**config.mk**
```make
export PLATFORM = sky130hd
export DESIGN_NAME = uart_tx_arbiter_flat
export DESIGN_NICKNAME = d
export VERILOG_FILES = /design/src/rtl/uart_tx_arbiter_if.sv /design/src/rtl/uart_tx_arbiter.sv /design/src/flat_wrapper.sv
export SDC_FILE = /design/constraint.sdc
export NUM_CORES = 1
export LEC_CHECK = 0
export BUFFER_PORTS_ARGS = -buffer_cell sky130_fd_sc_hd__buf_4
export CAP_MARGIN = 40
export CORE_MARGIN = 5
export CORE_UTILIZATION = 60
export CTS_CLUSTER_SIZE = 8
export DETAILED_ROUTE_END_ITERATION = 16
export MAX_ROUTING_LAYER = met4
export PLACE_DENSITY = 0.85
export SLEW_MARGIN = 10
export SYNTH_ARGS = -nofsm -noshare
export SYNTH_HDL_FRONTEND = slang
export SYNTH_SLANG_ARGS = --single-unit
```
**constraint.sdc**
```tcl
create_clock -name clk -period 4.25 [get_ports clk]
set_clock_uncertainty 0.15 [all_clocks]
set_input_delay 0 -clock clk [delete_from_list [all_inputs] [get_ports clk]]
set_output_delay 0 -clock clk [all_outputs]
set_load 0.02 [all_outputs]
```
**src/rtl/uart_tx_arbiter_if.sv**
```systemverilog
// Byte-stream bundle between the two requesters, the arbiter and the uart_tx serializer.
// Latency: none, wires only.
// Backpressure: reqN_ready pulses and tx_busy are the only stall signals carried here.
interface uart_tx_arbiter_if;
    logic       req0_valid;
    logic [7:0] req0_data;
    logic       req0_last;
    logic       req0_ready;
    logic       req1_valid;
    logic [7:0] req1_data;
    logic       req1_last;
    logic       req1_ready;
    logic [7:0] tx_data;
    logic       tx_send;
    logic       tx_busy;
    logic       grant;
    logic       locked;

    // Arbiter side: takes requester bytes and the serializer's busy, drives everything else.
    modport slave (
        input  req0_valid, req0_data, req0_last,
        output req0_ready,
        input  req1_valid, req1_data, req1_last,
        output req1_ready,
        output tx_data, tx_send,
        input  tx_busy,
        output grant, locked
    );

    // Environment side: requesters plus the serializer.
    modport master (
        output req0_valid, req0_data, req0_last,
        input  req0_ready,
        output req1_valid, req1_data, req1_last,
        input  req1_ready,
        input  tx_data, tx_send,
        output tx_busy,
        input  grant, locked
    );
endinterface

```
**src/rtl/uart_tx_arbiter.sv**
```systemverilog
// Round-robin, packet-locking arbiter sharing one uart_tx between two byte requesters.
// Latency: valid to ready 1 cycle; the byte appears on tx_data with tx_send on that ready cycle.
// Backpressure: tx_send/tx_data hold until uart_tx is not busy; requesters hold until ready pulses.
module uart_tx_arbiter #(
    parameter int unsigned      GAP_W   = 20,
    parameter logic [GAP_W-1:0] MAX_GAP = 20'd1_000_000
) (
    input  logic              clk,
    input  logic              reset,
    uart_tx_arbiter_if.slave  bus
);

    typedef enum logic [1:0] {
        IDLE = 2'd0,
        SEND = 2'd1,
        NEXT = 2'd2
    } state_t;

    // Gap count at which the next idle NEXT cycle forces the release.
    localparam logic [GAP_W-1:0] GAP_LAST = MAX_GAP - 1'b1;

    state_t           state;
    logic [7:0]       tx_data_r;
    logic             tx_send_r;
    logic             req0_ready_r;
    logic             req1_ready_r;
    logic             grant_r;
    logic             locked_r;
    logic             last_r;
    logic             prio_r;
    logic [GAP_W-1:0] gap_cnt;

    logic             idle_pick;
    logic [7:0]       pick_data;
    logic             pick_last;
    logic             own_valid;
    logic [7:0]       own_data;
    logic             own_last;
    logic             accept;

    // Winner selection in IDLE and byte lanes of the current owner in NEXT.
    always_comb begin
        idle_pick = (bus.req0_valid && bus.req1_valid) ? prio_r : bus.req1_valid;
        pick_data = idle_pick ? bus.req1_data : bus.req0_data;
        pick_last = idle_pick ? bus.req1_last : bus.req0_last;
        own_valid = grant_r ? bus.req1_valid : bus.req0_valid;
        own_data  = grant_r ? bus.req1_data  : bus.req0_data;
        own_last  = grant_r ? bus.req1_last  : bus.req0_last;
        accept    = tx_send_r && !bus.tx_busy;
    end

    // Arbitration FSM; every output is a register updated here.
    always_ff @(posedge clk) begin
        if (reset) begin
            state        <= IDLE;
            tx_send_r    <= 1'b0;
            tx_data_r    <= 8'hFF;
            req0_ready_r <= 1'b0;
            req1_ready_r <= 1'b0;
            grant_r      <= 1'b0;
            locked_r     <= 1'b0;
            last_r       <= 1'b0;
            prio_r       <= 1'b0;
            gap_cnt      <= '0;
        end else begin
            req0_ready_r <= 1'b0;
            req1_ready_r <= 1'b0;
            case (state)
                IDLE: begin
                    if (bus.req0_valid || bus.req1_valid) begin
                        grant_r      <= idle_pick;
                        locked_r     <= 1'b1;
                        req0_ready_r <= !idle_pick;
                        req1_ready_r <= idle_pick;
                        tx_data_r    <= pick_data;
                        last_r       <= pick_last;
                        tx_send_r    <= 1'b1;
                        gap_cnt      <= '0;
                        state        <= SEND;
                    end
                end
                SEND: begin
                    if (accept) begin
                        tx_send_r <= 1'b0;
                        if (last_r) begin
                            locked_r <= 1'b0;
                            prio_r   <= !grant_r;
                            state    <= IDLE;
                        end else begin
                            state <= NEXT;
                        end
                    end
                end
                NEXT: begin
                    if (own_valid) begin
                        req0_ready_r <= !grant_r;
                        req1_ready_r <= grant_r;
                        tx_data_r    <= own_data;
                        last_r       <= own_last;
                        tx_send_r    <= 1'b1;
                        gap_cnt      <= '0;
                        state        <= SEND;
                    end else if (gap_cnt >= GAP_LAST) begin
                        // Owner stalled too long: saturate and hand the line back.
                        gap_cnt  <= MAX_GAP;
                        locked_r <= 1'b0;
                        prio_r   <= !grant_r;
                        state    <= IDLE;
                    end else begin
                        gap_cnt <= gap_cnt + 1'b1;
                    end
                end
                default: state <= IDLE;
            endcase
        end
    end

    assign bus.tx_data    = tx_data_r;
    assign bus.tx_send    = tx_send_r;
    assign bus.req0_ready = req0_ready_r;
    assign bus.req1_ready = req1_ready_r;
    assign bus.grant      = grant_r;
    assign bus.locked     = locked_r;

endmodule

```
**src/flat_wrapper.sv**
```systemverilog
// flat-port wrapper written by rule: the top's interface ports become plain ports
module uart_tx_arbiter_flat 
#(
    parameter int unsigned      GAP_W   = 20,
    parameter logic [GAP_W-1:0] MAX_GAP = 20'd1_000_000
)
  (clk, reset, bus_req0_valid, bus_req0_data, bus_req0_last, bus_req0_ready, bus_req1_valid, bus_req1_data, bus_req1_last, bus_req1_ready, bus_tx_data, bus_tx_send, bus_tx_busy, bus_grant, bus_locked);
  uart_tx_arbiter_if bus_i ();
  input  logic clk;
  input  logic reset;
  input wire logic [$bits(bus_i.req0_valid)-1:0] bus_req0_valid;
  input wire logic [$bits(bus_i.req0_data)-1:0] bus_req0_data;
  input wire logic [$bits(bus_i.req0_last)-1:0] bus_req0_last;
  output wire logic [$bits(bus_i.req0_ready)-1:0] bus_req0_ready;
  input wire logic [$bits(bus_i.req1_valid)-1:0] bus_req1_valid;
  input wire logic [$bits(bus_i.req1_data)-1:0] bus_req1_data;
  input wire logic [$bits(bus_i.req1_last)-1:0] bus_req1_last;
  output wire logic [$bits(bus_i.req1_ready)-1:0] bus_req1_ready;
  output wire logic [$bits(bus_i.tx_data)-1:0] bus_tx_data;
  output wire logic [$bits(bus_i.tx_send)-1:0] bus_tx_send;
  input wire logic [$bits(bus_i.tx_busy)-1:0] bus_tx_busy;
  output wire logic [$bits(bus_i.grant)-1:0] bus_grant;
  output wire logic [$bits(bus_i.locked)-1:0] bus_locked;
  assign bus_i.req0_valid = bus_req0_valid;
  assign bus_i.req0_data = bus_req0_data;
  assign bus_i.req0_last = bus_req0_last;
  assign bus_req0_ready = bus_i.req0_ready;
  assign bus_i.req1_valid = bus_req1_valid;
  assign bus_i.req1_data = bus_req1_data;
  assign bus_i.req1_last = bus_req1_last;
  assign bus_req1_ready = bus_i.req1_ready;
  assign bus_tx_data = bus_i.tx_data;
  assign bus_tx_send = bus_i.tx_send;
  assign bus_i.tx_busy = bus_tx_busy;
  assign bus_grant = bus_i.grant;
  assign bus_locked = bus_i.locked;
  uart_tx_arbiter #(.GAP_W(GAP_W), .MAX_GAP(MAX_GAP)) u_core (.clk(clk), .reset(reset), .bus(bus_i));
endmodule
```
---- Yosys cells after proc, flatten, opt, wreduce, memory -nomap -nowiden ----
Index checks and enable logic that the tools add are counted.
cells by class
  mux-type cells .......................... 42
  reduce and logical (&&, ||, !) cells .... 17
  divide/modulo/power cells ............... 0
  bitwise logic cells ..................... 0
  multiply operators ...................... 0
  order comparisons ....................... 1
  add/subtract/negate cells ............... 1
  eq/ne operators ......................... 9
  shift operators ......................... 0
operators with widths
  kind                                                                     count
  20-bit 2-to-1 mux                                                        3
  20-bit case mux with 2 select lines                                      1
  8-bit 2-to-1 mux                                                         4
  1-bit 2-to-1 mux                                                         21
  20-bit by 1-bit adder with 20-bit output, second input constant          1
  20-bit greater-or-equal comparator, second input constant                1
  8-bit case mux with 2 select lines                                       1
  2-bit 2-to-1 mux                                                         5
  2-bit by 1-bit inequality test with 1-bit output, second input constant  5
  1-bit case mux with 2 select lines                                       4
  1-bit case mux with 3 select lines                                       2
  2-bit case mux with 3 select lines                                       1
  3-bit AND reduction                                                      2
  6-bit AND reduction                                                      1
  5-bit AND reduction                                                      1
  2-bit AND reduction                                                      2
  4-bit AND reduction                                                      1
  2-bit nonzero test                                                       2
  1-bit logical NOT                                                        3
  3-bit by 1-bit inequality test with 1-bit output, second input constant  1
  3-bit nonzero test                                                       1
  2-bit by 1-bit equality test with 1-bit output, second input constant    1
  2-bit equality test, second input constant                               1
  1-bit logical AND                                                        2
  other kinds (3)                                                          3
storage, ports and cells
  bits in latches ......................... 0
  logic and storage cells ................. 80
  bits of input ports ..................... 23
  memories kept ........................... 0
  ROM bits ................................ 0
  bits in registers ....................... 37
  output and inout bits ................... 13
  memory bits (writable) .................. 0

---- Depth between registers and ports, before layout ----
  word-level depth ........................ 5
  gate-level depth with buffers ........... 10
  depth with buffers taken out ............ 7

---- Worst setup path before layout ----
OpenSTA, ideal clock, no wires.
  path type ............................... reg2reg
  start point ............................. register u_core.gap_cnt[0]
  end point ............................... register u_core.gap_cnt[12]
  setup slack ............................. 1.894 ns
  data required time ...................... 4.026 ns
  library setup time ...................... 0.074 ns
  clock period less this slack ............ 2.356 ns
  buffers on the path ..................... 1
  cell stages (with the launch flop) ...... 8
  data arrival time ....................... 2.131 ns
  cells stage by stage .................... dfxtp_1 -> ha_1 -> and4_1 -> clkbuf_1 -> a211o_1 -> a211o_1 -> or4_1 -> a31oi_1
on the way
  word-level cells in the longest chain between the ends .. 4
  elaborated cells between the ends (all ways) .. 5
  classes of those cells .................. add/sub (1); order compare (1); mux (3)
RTL lines
  what                                                                                            RTL line                                        text
  from (decl)                                                                                     uart_tx_arbiter.sv:31                           logic [GAP_W-1:0] gap_cnt;
  from (signal assigned)                                                                          uart_tx_arbiter.sv:110                          gap_cnt <= gap_cnt + 1'b1;
  20-bit by 1-bit adder with 20-bit output or 20-bit greater-or-equal comparator (tied branches)  uart_tx_arbiter.sv:110, uart_tx_arbiter.sv:103
  20-bit 2-to-1 mux *                                                                             uart_tx_arbiter.sv:103                          end else if (gap_cnt >= GAP_LAST) begin
  20-bit 2-to-1 mux *                                                                             uart_tx_arbiter.sv:95                           if (own_valid) begin
  20-bit case mux with 2 select lines *                                                           uart_tx_arbiter.sv:68                           case (state)
Mark *: on every way between the ends. The rest lies on a longest branch, timed or not.
A chain may end at the register's enable or synchronous reset.

---- Worst setup path in the final report ----
  start point ............................. register u_core.state[0]
  end point ............................... register u_core.tx_data_r[7] (netlist: u_core.bus.tx_data[7])
on the way
  word-level cells in the longest chain between the ends .. 3
  elaborated cells between the ends (all ways) .. 7
  classes of those cells .................. eq/ne (3); mux (1); reduce/logical (3)
RTL lines
  what                                                                                              RTL line               text
  from (decl)                                                                                       uart_tx_arbiter.sv:22  state_t state;
  from (signal assigned)                                                                            uart_tx_arbiter.sv:55  state <= IDLE;
  from (signal assigned)                                                                            uart_tx_arbiter.sv:79  state <= SEND;
  from (signal assigned)                                                                            uart_tx_arbiter.sv:88  state <= IDLE;
  2-bit equality test or 2-bit logical NOT (tied branches)                                          uart_tx_arbiter.sv:68
  2-bit by 1-bit inequality test with 1-bit output (no line) or 2-bit nonzero test (tied branches)  --
  3-bit AND reduction (no line)                                                                     --
  to (signal assigned)                                                                              uart_tx_arbiter.sv:75  tx_data_r <= pick_data;
  to (signal assigned)                                                                              uart_tx_arbiter.sv:98  tx_data_r <= own_data;
  to (decl)                                                                                         uart_tx_arbiter.sv:23  logic [7:0] tx_data_r;
Parallel ways exist; a longest one is shown, timed or not.

==> out/qor.csv <==
stage,metric,value,unit
outcome,status,completed,
power_and_ir_drop,Logic pwr share,47.2,%
critical_path,Crit Path Max Fanout,9,
power_and_ir_drop,leakage,0.965,nW
sta,Post-Route Setup TNS,0,ns
global_routing,vias in the first global route,1959,
yosys,"Seq/Total Area, Yosys",35.7,%
placed_design,number of port buffers,35,
global_routing,grt total ovfl,0,
final_layout,share of cells above drive strength 1,15.2,%
detailed_routing,Vias/cell,6.24,
clock_network,clk buf depth,2,
sta,final setup violation count,0,
final_layout,Area Growth Syn to Fin,27.2,%
power_and_ir_drop,Max IR drop VDD,0.000281,V
global_routing,global-route wire length before repair,9120,um
floorplanning,DIE HEIGHT,68.8,um
yosys,compound-gate portion of the synthesized area,22.0,%
power_and_ir_drop,power per cell area,466,mW/mm2
floorplanning,Die W,68.8,um
detailed_routing,Avg WL per Cell,16.6,um
global_routing,Total GRT Usage,27.4,%
clock_network,# Post-CTS Setup Buffers,0,
yosys,largest family of logic cells by synthesized area,simple AND/OR/NAND/NOR gates,
floorplanning,Die ar.,0.00473,mm2
floorplanning,num ports,36,
sta,final hold slack,0.0501,ns
critical_path,crit path from,u_core.state[0]$_SDFFE_PP0P_,
clock_network,Worst-path clk slew,0.12,ns
critical_path,CP Class,register to register,
critical_path,R2R Setup Slk,1.52,ns
yosys,Post-synth ARST share,0,%
yosys,"Distinct cells, synth",36,
power_and_ir_drop,Reg power frac,36.8,%
yosys,xor and xnor area share after synthesis,0,%
sta,"Hold Vio Cnt, Final",0,
critical_path,Critical Path AT,2.80,ns
detailed_routing,WL final,5900,um
final_layout,number of fill cells,230,
final_layout,layout net count,337,
sta,"Period Utilization, post-route",64.3,%
clock_network,# H-tree levels,2,
yosys,Yosys reg bits,37,
clock_network,Sink Count,37,
clock_network,CTS buffer count,5,
power_and_ir_drop,Sw Ratio,40.9,%
critical_path,Reg2Reg Depth,7,
yosys,yosys warns,0,
sta,RSZ-0062 raised after global routing,no,
detailed_routing,routed via count,2214,
yosys,Synth Area in Simple Gates,28.4,%
run,Max Cap Viol,0,
critical_path,"Req. time, crit path",4.32,ns
sta,crit path time final,2.73,ns
yosys,Post-Syn Nets,287,
final_layout,ant diodes,0,
critical_path,CP Cell Sequence,inv_1 > ha_1 > nand3b_1 > nand2_1 > mux2i_1 > dlygate4sd3_1 > o211ai_1,
yosys,synthesized area per cell,8.00,um2
sta,Slew @ Worst Pin,0.556,ns
clock_network,TritonCTS clock tree,yes,
sta,Final Slew Violations,0,
clock_network,Root Buffer,clkbuf_4,
final_layout,final cell count without fillers,355,
power_and_ir_drop,clock network power share,16.0,%
power_and_ir_drop,Design Power,1.23,mW
yosys,synthesized area,0.00207,mm2
global_routing,largest net degree at the start of global routing,31,
critical_path,critical path endpoint category,register,
placed_design,global placer's final weighted congestion,0.936,
sta,setup ws final,1.52,ns
placed_design,DP HPWL,3520,um
sta,Slew HR,63.0,%
sta,Fmax achieved,366,MHz
yosys,Post-synth EDFFs,0,
critical_path,CP endpoint,u_core.bus.tx_data[7]$_SDFFE_PP1P_,
placed_design,pre-CTS setup slack,1.78,ns
yosys,Post-Synthesis Cells,259,
clock_network,clk_lat worst skew,0.36,ns
critical_path,slowest cell on the critical path,dlygate4sd3_1,
yosys,mux cell area share after synthesis,5.92,%
floorplanning,Initial Util,62.1,%
power_and_ir_drop,NetSw,0.503,mW
floorplanning,row count,21,
floorplanning,core area,0.00334,mm2
yosys,synthesized-area fraction occupied by adder cells,3.02,%
critical_path,worst reg2reg endpoint,u_core.bus.tx_data[7]$_SDFFE_PP1P_,
placed_design,Post-Place Cells,326,
critical_path,startpoint type of the worst setup path,register,
power_and_ir_drop,P_int,0.725,mW
detailed_routing,First DRT Iteration DRCs,210,
yosys,Main synth FF type,dfxtp_1,
min_path,hold crit path type,input pin to register,
critical_path,reg2reg start,u_core.state[0]$_SDFFE_PP0P_,
global_routing,antenna violations before repair,0,
critical_path,"slowest stage delay, CP",0.59,ns
detailed_routing,DRT Pass-1 Iters,5,
detailed_routing,DRC viols,0,
detailed_routing,Final ANT Viol Nets,0,
## worst min-delay path by stage
stage,startpoint,end,slack (ns),cells past startpoint
6_report,bus_tx_busy,u_core.prio_r$_SDFFE_PP0P_,0.05,5
5_1_grt,bus_tx_busy,u_core.prio_r$_SDFFE_PP0P_,0.05,5
4_1_cts,bus_tx_busy,u_core.prio_r$_SDFFE_PP0P_,0.01,5
3_5_place_dp,bus_req0_valid,u_core.bus.req0_ready$_SDFF_PP0_,0.13,2
3_3_place_gp,bus_req0_valid,u_core.bus.req0_ready$_SDFF_PP0_,0.13,2
2_1_floorplan,bus_req0_valid,u_core.bus.req0_ready$_SDFF_PP0_,-0.004,1
## power by group through the flow
stage | clock, mW | combinational (mW) | sequential (mW)
floorplan | 0 | 0.292 | 0.510
detailed placement | 0 | 0.529 | 0.455
global route | 0.211 | 0.628 | 0.460
CTS | 0.201 | 0.559 | 0.446
global placement | 0 | 0.498 | 0.453
finish | 0.196 | 0.580 | 0.452
## repair_timing
item / in CTS / in global routing
endpoints found under the hold margin: 37 / 0
hold buffers: 22 / 0
resized for setup: 0 / 0
## sequential cells by signal, indices dropped and copies added, names as in the netlist
| signal | flops |
|---|---|
| u_core.bus.locked | 1 |
| u_core.bus.grant | 1 |
| u_core.bus.req0_ready | 1 |
| u_core.last_r | 1 |
| u_core.bus.tx_data | 8 |
| u_core.gap_cnt | 20 |
| u_core.state | 2 |
| u_core.bus.tx_send | 1 |
| u_core.prio_r | 1 |
| u_core.bus.req1_ready | 1 |
## per-stage QoR
stage,util [%],area (um2)
2_1_floorplan,-,2070
3_3_place_gp,70.0,2340
3_5_place_dp,70.7,2360
4_1_cts,79.0,2640
5_1_grt,79.0,2640
6_report,79.0,2640
## final cells by class
type                            count  area [um2]  area share, %
Inverter                           11        41.3           1.57
Clock buffer                        7        55.1           2.09
Timing Repair Buffer               59         505           19.2
Sequential cell                    37         741           28.1
Tap cell                           46        57.6           2.18
Multi-Input combinational cell    195        1230           46.9
## worst max-delay path: cells and delay by family (launching register included)
family,cells,cell delay (ns)
fa+ha+maj,1,0.33
flops,1,0.39
mux,1,0.34
simple gates,2,0.62
buf+inv,2,0.67
compound gates,1,0.09
## placed cells by master (no fill, tap or decap), types with 2 or more instances in the layout
master,count
dfxtp_1,37
and3_1,4
nor2_1,9
o32ai_1,6
nor2b_1,4
nand4_1,7
ha_1,5
dlygate4sd3_1,22
inv_1,11
o211ai_1,9
or4_1,12
a21oi_1,17
nor3b_1,2
o21a_1,9
nand2b_1,5
mux2_2,2
a211o_1,2
clkbuf_4,5
o21ai_0,5
a311oi_1,2
nand3_1,15
a31oi_1,10
mux2i_1,10
nand3b_1,3
buf_4,36
and4_1,4
nand2_1,39
nor3_1,4
## routing by layer
| metal | GRT usage (%) | up-vias | routed length (um) |
|---|---|---|---|
| met4 | 11.9 | 0 | 128 |
| met3 | 7.78 | 14 | 431 |
| li1 | - | 1071 | - |
| met2 | 43.5 | 101 | 3000 |
| met1 | 32.3 | 1028 | 2350 |
| met5 | - | - | 0 |
## cells in the mapped netlist, types with 2 or more instances
| cell | count | area [um2] |
|---|---|---|
| clkbuf_1 | 15 | 56.3 |
| dfxtp_1 | 37 | 741 |
| o32ai_1 | 6 | 52.6 |
| o211ai_1 | 9 | 67.6 |
| nor2_1 | 9 | 33.8 |
| o22ai_1 | 2 | 12.5 |
| nor2b_1 | 4 | 25.0 |
| o21ai_0 | 5 | 25.0 |
| a31oi_1 | 10 | 62.6 |
| and4_1 | 4 | 35.0 |
| nand3_1 | 15 | 75.1 |
| and3_1 | 4 | 25.0 |
| a311oi_1 | 2 | 17.5 |
| nand2b_1 | 5 | 31.3 |
| inv_1 | 11 | 41.3 |
| a211o_1 | 2 | 17.5 |
| nor3_1 | 4 | 20.0 |
| nand3b_1 | 3 | 22.5 |
| or4_1 | 12 | 90.1 |
| ha_1 | 5 | 62.6 |
| nor3b_1 | 2 | 15.0 |
| nand4_1 | 7 | 43.8 |
| mux2i_1 | 10 | 100 |
| nand2_1 | 39 | 146 |
| mux2_2 | 2 | 22.5 |
| o21a_1 | 9 | 67.6 |
| a21oi_1 | 17 | 85.1 |
## cell families (layout without fill, tap and decap cells)
group | Yosys count | after routing
buffers and inverters | 27 | 77
AOI/OAI and AO/OA | 67 | 67
DFF | 37 | 37
muxes | 12 | 12
and+or+nand+nor | 111 | 111
adders and majority gates | 5 | 5
Note: power is estimated with default switching activity, not from simulation.
